### src/rtl/wait_cond_monitor.sv
// Multi-channel hardware wait(): each channel blocks on a compare against a shared
// watched value and completes on match, on optional cycle timeout, or is cancelled.
module wait_cond_monitor #(
    parameter int WIDTH     = 32,
    parameter int CHANNELS  = 4,
    parameter int TIMEOUT_W = 16,
    parameter int SIGNED    = 0,
    localparam int CW       = (CHANNELS > 1) ? $clog2(CHANNELS) : 1
) (
    input  logic                 clk,
    input  logic                 rst,
    input  logic [WIDTH-1:0]     value,
    input  logic                 arm_valid,
    output logic                 arm_ready,
    input  logic [CW-1:0]        arm_chan,
    input  logic [2:0]           arm_op,
    input  logic [WIDTH-1:0]     arm_lo,
    input  logic [WIDTH-1:0]     arm_hi,
    input  logic [TIMEOUT_W-1:0] arm_timeout,
    input  logic [CHANNELS-1:0]  cancel,
    output logic [CHANNELS-1:0]  busy,
    output logic [CHANNELS-1:0]  done_ok,
    output logic [CHANNELS-1:0]  done_to,
    output logic                 any_done
);

    typedef enum logic {ST_IDLE = 1'b0, ST_WAIT = 1'b1} state_t;

    function automatic logic is_lt(input logic [WIDTH-1:0] a, input logic [WIDTH-1:0] b);
        if (SIGNED != 0) return $signed(a) < $signed(b);
        return a < b;
    endfunction

    logic [CHANNELS-1:0] arm_sel;
    logic [CHANNELS-1:0] busy_vec;
    logic [CHANNELS-1:0] ok_d_vec;
    logic [CHANNELS-1:0] to_d_vec;
    logic                any_done_q;

    // An out-of-range arm_chan selects no channel, so it can never be accepted.
    assign arm_ready = |(arm_sel & ~busy_vec);
    assign busy      = busy_vec;
    assign any_done  = any_done_q;

    for (genvar gi = 0; gi < CHANNELS; gi++) begin : g_chan
        state_t               state_q, state_d;
        logic [2:0]           op_q, op_d;
        logic [WIDTH-1:0]     lo_q, lo_d;
        logic [WIDTH-1:0]     hi_q, hi_d;
        logic [TIMEOUT_W-1:0] tmo_q, tmo_d;
        logic [TIMEOUT_W-1:0] cnt_q, cnt_d;
        logic                 ok_q, ok_d;
        logic                 to_q, to_d;
        logic                 cond;

        assign arm_sel[gi]  = (arm_chan == CW'(gi));
        assign busy_vec[gi] = (state_q == ST_WAIT);
        assign done_ok[gi]  = ok_q;
        assign done_to[gi]  = to_q;
        assign ok_d_vec[gi] = ok_d;
        assign to_d_vec[gi] = to_d;

        always_comb begin
            cond = 1'b0;
            case (op_q)
                3'd0:    cond = (value == lo_q);
                3'd1:    cond = (value != lo_q);
                3'd2:    cond = is_lt(value, lo_q);
                3'd3:    cond = is_lt(lo_q, value);
                3'd4:    cond = !is_lt(lo_q, value);
                3'd5:    cond = !is_lt(value, lo_q);
                3'd6:    cond = is_lt(lo_q, value) && is_lt(value, hi_q);
                default: cond = !is_lt(lo_q, value) || !is_lt(value, hi_q);
            endcase
        end

        always_comb begin
            state_d = state_q;
            op_d    = op_q;
            lo_d    = lo_q;
            hi_d    = hi_q;
            tmo_d   = tmo_q;
            cnt_d   = cnt_q;
            ok_d    = 1'b0;
            to_d    = 1'b0;
            if (state_q == ST_IDLE) begin
                if (arm_valid && arm_sel[gi]) begin
                    state_d = ST_WAIT;
                    op_d    = arm_op;
                    lo_d    = arm_lo;
                    hi_d    = arm_hi;
                    tmo_d   = arm_timeout;
                    cnt_d   = '0;
                end
            end else if (cancel[gi]) begin
                state_d = ST_IDLE;
            end else if (cond) begin
                state_d = ST_IDLE;
                ok_d    = 1'b1;
            end else if (tmo_q != '0 && cnt_q == tmo_q - TIMEOUT_W'(1)) begin
                state_d = ST_IDLE;
                to_d    = 1'b1;
            end else if (cnt_q != '1) begin
                // Saturates so an unbounded wait never wraps into a false expiry.
                cnt_d = cnt_q + TIMEOUT_W'(1);
            end
        end

        always_ff @(posedge clk) begin
            if (rst) begin
                state_q <= ST_IDLE;
                op_q    <= '0;
                lo_q    <= '0;
                hi_q    <= '0;
                tmo_q   <= '0;
                cnt_q   <= '0;
                ok_q    <= 1'b0;
                to_q    <= 1'b0;
            end else begin
                state_q <= state_d;
                op_q    <= op_d;
                lo_q    <= lo_d;
                hi_q    <= hi_d;
                tmo_q   <= tmo_d;
                cnt_q   <= cnt_d;
                ok_q    <= ok_d;
                to_q    <= to_d;
            end
        end
    end

    always_ff @(posedge clk) begin
        if (rst) begin
            any_done_q <= 1'b0;
        end else begin
            any_done_q <= |(ok_d_vec | to_d_vec);
        end
    end

endmodule

### config.mk
export PLATFORM = sky130hd
export DESIGN_NAME = wait_cond_monitor
export DESIGN_NICKNAME = d
export VERILOG_FILES = /design/src/rtl/wait_cond_monitor.sv
export SDC_FILE = /design/constraint.sdc
export NUM_CORES = 1
export LEC_CHECK = 0
export ABC_AREA = 1
export CAP_MARGIN = 20
export CELL_PAD_IN_SITES_DETAIL_PLACEMENT = 1
export CELL_PAD_IN_SITES_GLOBAL_PLACEMENT = 2
export CORE_ASPECT_RATIO = 1.1
export CORE_MARGIN = 2
export CORE_UTILIZATION = 31
export CTS_CLUSTER_SIZE = 8
export DETAILED_ROUTE_END_ITERATION = 6
export GPL_ROUTABILITY_DRIVEN = 0
export PLACE_DENSITY_LB_ADDON = 0.1
export SLEW_MARGIN = 20
export SYNTH_ARGS = -nofsm -noshare
export SYNTH_HDL_FRONTEND = slang
export SYNTH_SLANG_ARGS = --single-unit
### constraint.sdc
create_clock -name clk -period 2.99 [get_ports clk]
set_input_delay 0.897 -clock clk [delete_from_list [all_inputs] [get_ports clk]]
set_output_delay 0.897 -clock clk [all_outputs]
set_load 0.03 [all_outputs]
==> out/results.ini, run 1 <==
[layout]
layout.cells.non_filler=4904
final_common_cell=nand2_1
fill_cells=9866
num-nets-final=4228
drive_gt1_frac=0.132
fin_util=0.391
syn2layout_area_growth_pct=24.6
final_cell_mix=nand2_1 (562), a21oi_1 (437), inv_1 (412)
design_area_sq_um=30900

[synth]
synth_sequential_area_ratio=0.330
syn_area_sq_um=24800
synth_area_leaders=dfxtp_1 (33%), ha_1 (13%), a21oi_1 (9.5%), nand2_1 (9.2%), o21ai_0 (8.0%)
syn_avg_cell_area_sq_um=6.85
synth_top_cell_by_area=dfxtp_1
ys_seq_elements=409
syn_inst=3620
yosys_warnings=0
synth_cell_types=47
post-synth-top-area-fraction=0.330
synth.net_count=4004

[run]
maxCapViolCount=0

[die]
die_x_um=274
dieArea_sq_um=82200
core_area_sq_um=79100
ios=138
floorplan.initialDensity=0.314
die_y_um=301
rows=108

[critical_path]
crit_fanout=5
endpoint_kind=output pin
ff2ff_path_depth=18
crit_type=in -> out
cp-start-kind=input port
crit_required_ns=2.09
timing.critical_path.arrival_ns=2.00

[routing]
viasPerCell=4.99
first_pass_iters=4
vias=24500
ant_nets=0
drc_errors=0
drtIter0Drc=777
wl_mm=89.7
wl_per_cell_um=18.3

[grt]
grt_max_degree=109
grtUsageTotal=0.215
grt_first_pass_wirelength_mm=141
antenna_found_initial=1
grt_overflow=0
grt_pass1_vias=26000

[status]
status=completed

[clock_tree]
cts_hold_buf=0
cts_sinks=409
clk_pin_slew_ns=0.05
clk_latency_ns=0.62
cts_tree=built
numCtsBuffers=58
cts_max_level=2
cts_buffer_depth=3
clock-root-buffer=clkbuf_16

[min_path]
holdPathStages=2
hp-class=reg -> reg

[sta]
rsz0062_at_grt=yes
fin_skew_ns=0.0291
finalCriticalPeriod_ns=2.90
finalSetupViolCount=0
finalWorstSetupSlack_ns=0.0894
hold_slack_ns=0.449
worst_pin_slew_ns=0.579
post-route-period-util=0.970
fmax_ghz=0.345
hold_violations=0
drv_slew=0
relSlewSlack=0.613

[power_and_ir_drop]
powerDensity_nw_per_um2=494
p_leak_nw=13.4
ir_drop_uv=444

[placed_design]
dp_worst_setup_slack_ns=-1.31
dp.cells=4800
place_area_sq_um=28300
port_buffers=137
place_hpwl_mm=67.4

-- cell families after synthesis --
| group | synth area share |
|---|---|
| buffers and inverters | 0.0978 |
| AO/OA/AOI/OAI | 0.186 |
| AND/OR/NAND/NOR | 0.235 |
| XOR/XNOR | 0.0197 |
| flip-flops | 0.330 |
| adder cells (fa/ha/maj) | 0.131 |
-- flip-flops by register name (all words and copies together) (netlist names) --
name / count
g_chan.hi_q: 128
g_chan.lo_q: 128
g_chan.cnt_q: 64
g_chan.tmo_q: 64
g_chan.op_q: 12
g_chan.ok_q: 4
g_chan.state_q: 4
g_chan.to_q: 4
any_done: 1
-- power breakdown --
part / internal, W / switching [W]
Clock: 0.00354 / 0.00255
Combinational: 0.00127 / 0.00190
Sequential: 0.00576 / 0.000236
Total: 0.0106 / 0.00469
-- stage by stage --
step	setup TNS (ns)	power [W]
after floorplan	0	0.00788
after global placement	-79.42	0.00897
after detailed placement	-85.80	0.00910
after CTS	0	0.0154
after global routing	-0.0556	0.0162
final	0	0.0153
-- cells in the mapped netlist (all sizes together) --
| cell type | count |
|---|---|
| nand2 | 618 |
| a21oi | 469 |
| inv | 458 |
| nor2 | 447 |
| dfxtp | 409 |
| o21ai | 399 |
| ha | 260 |
| nand3 | 206 |
| clkbuf | 123 |
| nand4 | 47 |
| buf | 37 |
| xor2 | 25 |
| xnor2 | 23 |
| nor3 | 21 |
| nand3b | 19 |
| o21a | 11 |
| nor4 | 8 |
| o21bai | 7 |
| o211ai | 6 |
| or2 | 6 |
| a21o | 4 |
| clkinv | 4 |
| xnor3 | 3 |
| a21boi | 2 |
| nand2b | 1 |
| nor3b | 1 |
| o221ai | 1 |
| o22a | 1 |
| o22ai | 1 |
| o311ai | 1 |
| or3 | 1 |
| or3b | 1 |
-- layer usage --
metal,GRT usage,vias up,part of all wire
li1,-,12300,-
met1,0.259,11800,0.44
met4,0.0569,0,0.024
met5,0,-,0
met2,0.401,257,0.51
met3,0.0250,122,0.025
-- path summary, 6_finish.rpt --
kind | startpoint | end | slack, ns
setup / recovery | arm_chan[0] | arm_ready | 0.09
hold / removal | g_chan[1].lo_q[13] | g_chan[1].lo_q[13] | 0.45
setup reg to reg | g_chan[1].hi_q[30] | g_chan[1].cnt_q[5] | 0.27
hold reg to reg | g_chan[1].lo_q[13] | g_chan[1].lo_q[13] | 0.45
-- what timing repair did --
| action | 4_1_cts | 5_1_grt |
|---|---|---|
| cloned | 3 | 6 |
| endpoints found under the hold margin | 0 | 0 |
| pin swaps | 28 | 56 |
| endpoints found under the setup margin | 77 | 70 |
| resized for setup | 145 | 173 |
| setup buffers | 11 | 9 |
-- worst max-delay path, stage by stage --
cell and delay [ns]:
clkdlybuf4s50_1 0.57, nand3b_1 0.16, nand4_1 0.18, buf_12 0.19
-- layout make-up --
class	instances	area (sq um)	share of cell area
multi-input cells	2589	14900	0.483
flip-flops and latches	409	8190	0.265
repair buffers	324	3140	0.102
inverters	462	1760	0.0569
clock buffers	72	1550	0.0500
well taps	1045	1310	0.0423
clock inverters	2	32.5	0.00105
diodes	1	2.50	0.0000810
(Power assumes the default switching activity.)
==> run 2, diff against run 1 <==
==> constraint.sdc (replaced) <==
create_clock -name clk -period 2.99 [get_ports clk]
set_input_delay 0.897 -clock clk [delete_from_list [all_inputs] [get_ports clk]]
set_output_delay 0.897 -clock clk [all_outputs]
set_load 0.005 [all_outputs]
==> run 2 against run 1 <==
Against the previous run:
- setup slack improved by 0.014 ns
- global-route usage fell by 0.30 points
- die area did not move
- wire length fell by 0.72%
- combinational power fell by 1%
- cell count fell by 0.35%
- first-iteration DRC count rose by 19%
- clock skew rose by 0.0025 ns
- fmax rose by 0.48%
- cell area fell by 0.49%
- sequential share of layout area rose by 0.13 points
- critical path type is now in -> reg
- critical endpoint is now g_chan[1].cnt_q[9]
- largest cell class unchanged
- highest routed layer is now met5
==> out/results.ini, run 2 (same netlist as run 1, synthesis figures left out) <==
[clock_tree]
cts_hold_buf=0
cts_max_level=2
numCtsBuffers=58
cts_sinks=409
cts_tree=built
clk_latency_ns=0.63
clk_pin_slew_ns=0.05
clock-root-buffer=clkbuf_16
cts_buffer_depth=3

[power_and_ir_drop]
powerDensity_nw_per_um2=497
p_clk_frac=0.403
p_leak_nw=13.4
internal_power_w=0.0106
comb_power_share=0.205
switching_power_w=0.00469
power_frac_seq=0.392
p_sw_frac=0.307
ir_drop_uv=430

[grt]
antenna_found_initial=4
grt_max_degree=109
grt_overflow=0
grt_pass1_vias=25500
grtUsageTotal=0.212
grt_first_pass_wirelength_mm=139

[layout]
num-nets-final=4214
reg_top3=g_chan.hi_q x128, g_chan.lo_q x128
drive_gt1_frac=0.129
fill_cells=9787
syn2layout_area_growth_pct=24.0
layout.cells.non_filler=4887
final_common_cell=nand2_1
antenna_cells=0
final_cell_mix=nand2_1 (562), a21oi_1 (437), inv_1 (412)

[routing]
wl_mm=89.0
drc_errors=0
first_pass_iters=5
wl_per_cell_um=18.2
ant_nets=0
drtIter0Drc=923
viasPerCell=5.00
vias=24400

[run]
maxCapViolCount=0

[placed_design]
dp.cells=4796
place_hpwl_mm=66.6
port_buffers=137

[sta]
fin_skew_ns=0.0316
hold_slack_ns=0.448
fmax_ghz=0.346
relSlewSlack=0.646
post-route-period-util=0.965
finalSetupViolCount=0
finalCriticalPeriod_ns=2.89
worst_pin_slew_ns=0.529
hold_violations=0
drv_slew=0

[die]
ios=138
die_x_um=274
dieArea_sq_um=82200
floorplan.initialDensity=0.314
core_area_sq_um=79100
rows=108
die_y_um=301

[critical_path]
crit_required_ns=3.50
timing.critical_path.arrival_ns=3.39
crit_fanout=15
crit_type=in -> reg
cp-start-kind=input port
endpoint_kind=flop

[min_path]
hp-class=reg -> reg

[status]
status=completed

run 2: cell types whose count changed in the layout (fill, tap and decap cells not counted), moves of 3 or more:
cell           previous run  this run
buf_4                   145       134
buf_2                     9         2
clkbuf_2                 19        24
clkbuf_1                 11         7
dlygate4sd2_1             1         4
inv_2                    39        36
nand2_2                  46        49
run 2: worst max-delay path, cell delays in order:
cell and delay [ns]:
buf_2 0.15, inv_4 0.07, buf_4 0.13, ha_1 0.29, nand2_1 0.07, nor2_2 0.15
nand2_2 0.12, nor3b_2 0.20, buf_4 0.14, nand2_2 0.08, nand3_1 0.08, nand2_1 0.06
nor2_2 0.12, nand3_2 0.10, nand2_4 0.09, nand2_2 0.07, nand2_4 0.11, buf_6 0.13
buf_16 0.14, nand3_1 0.07, nand2_1 0.06, nor2_1 0.04
run 2: path summary, 6_finish.rpt:
check / slack, ns / endpoint / cells after the start / start
min: 0.45 / g_chan[1].hi_q[0] / 2 / g_chan[1].hi_q[0]
max reg2reg: 0.30 / g_chan[0].cnt_q[4] / 16 / g_chan[0].cnt_q[1]
max: 0.10 / g_chan[1].cnt_q[9] / 22 / value[25]
min reg2reg: 0.45 / g_chan[1].hi_q[0] / 2 / g_chan[1].hi_q[0]
run 2: power groups by stage:
stage	combinational, W	sequential, W	clock, W
6_report	0.00313	0.00599	0.00615
5_1_grt	0.00355	0.00603	0.00658
4_1_cts	0.00307	0.00599	0.00639
3_5_place_dp	0.00297	0.00610	0
3_3_place_gp	0.00286	0.00609	0
2_1_floorplan	0.00186	0.00601	0
run 2: cell type report:
cell class | count | area, sq um | area share
clock buffer | 70 | 1560 | 0.0507
clock inverter | 2 | 32.5 | 0.00106
inverter | 462 | 1770 | 0.0575
multi-input combinational | 2589 | 14900 | 0.484
sequential | 409 | 8190 | 0.266
tap | 1045 | 1310 | 0.0425
timing repair buffer | 310 | 3000 | 0.0975
run 2: what timing repair did:
item / 4_1_cts / 5_1_grt
resized for setup: 156 / 161
pin swaps: 34 / 56
endpoints found under the setup margin: 78 / 69
gates cloned: 4 / 3
setup buffers: 9 / 3
run 2: routing by layer:
| layer | wire [um] | global-route usage | share of wire |
|---|---|---|---|
| met5 | 29 | 0 | 0.00033 |
| met2 | 45400 | 0.394 | 0.51 |
| met4 | 1930 | 0.0524 | 0.022 |
| met1 | 39100 | 0.257 | 0.44 |
| met3 | 2540 | 0.0248 | 0.029 |
run 2: metrics by stage:
step,TNS [ns],power (W),area (sq um),worst slack [ns],utilization
detailed placement,-86.42,0.00907,28200,-1.33,0.357
global placement,-79.56,0.00895,28200,-1.24,0.357
finish,0,0.0153,30700,0.103,0.389
global route,-0.0443,0.0162,30700,-0.0160,0.389
floorplan,0,0.00788,24800,0.135,-
CTS,-0.00149,0.0154,30300,-0.00149,0.383
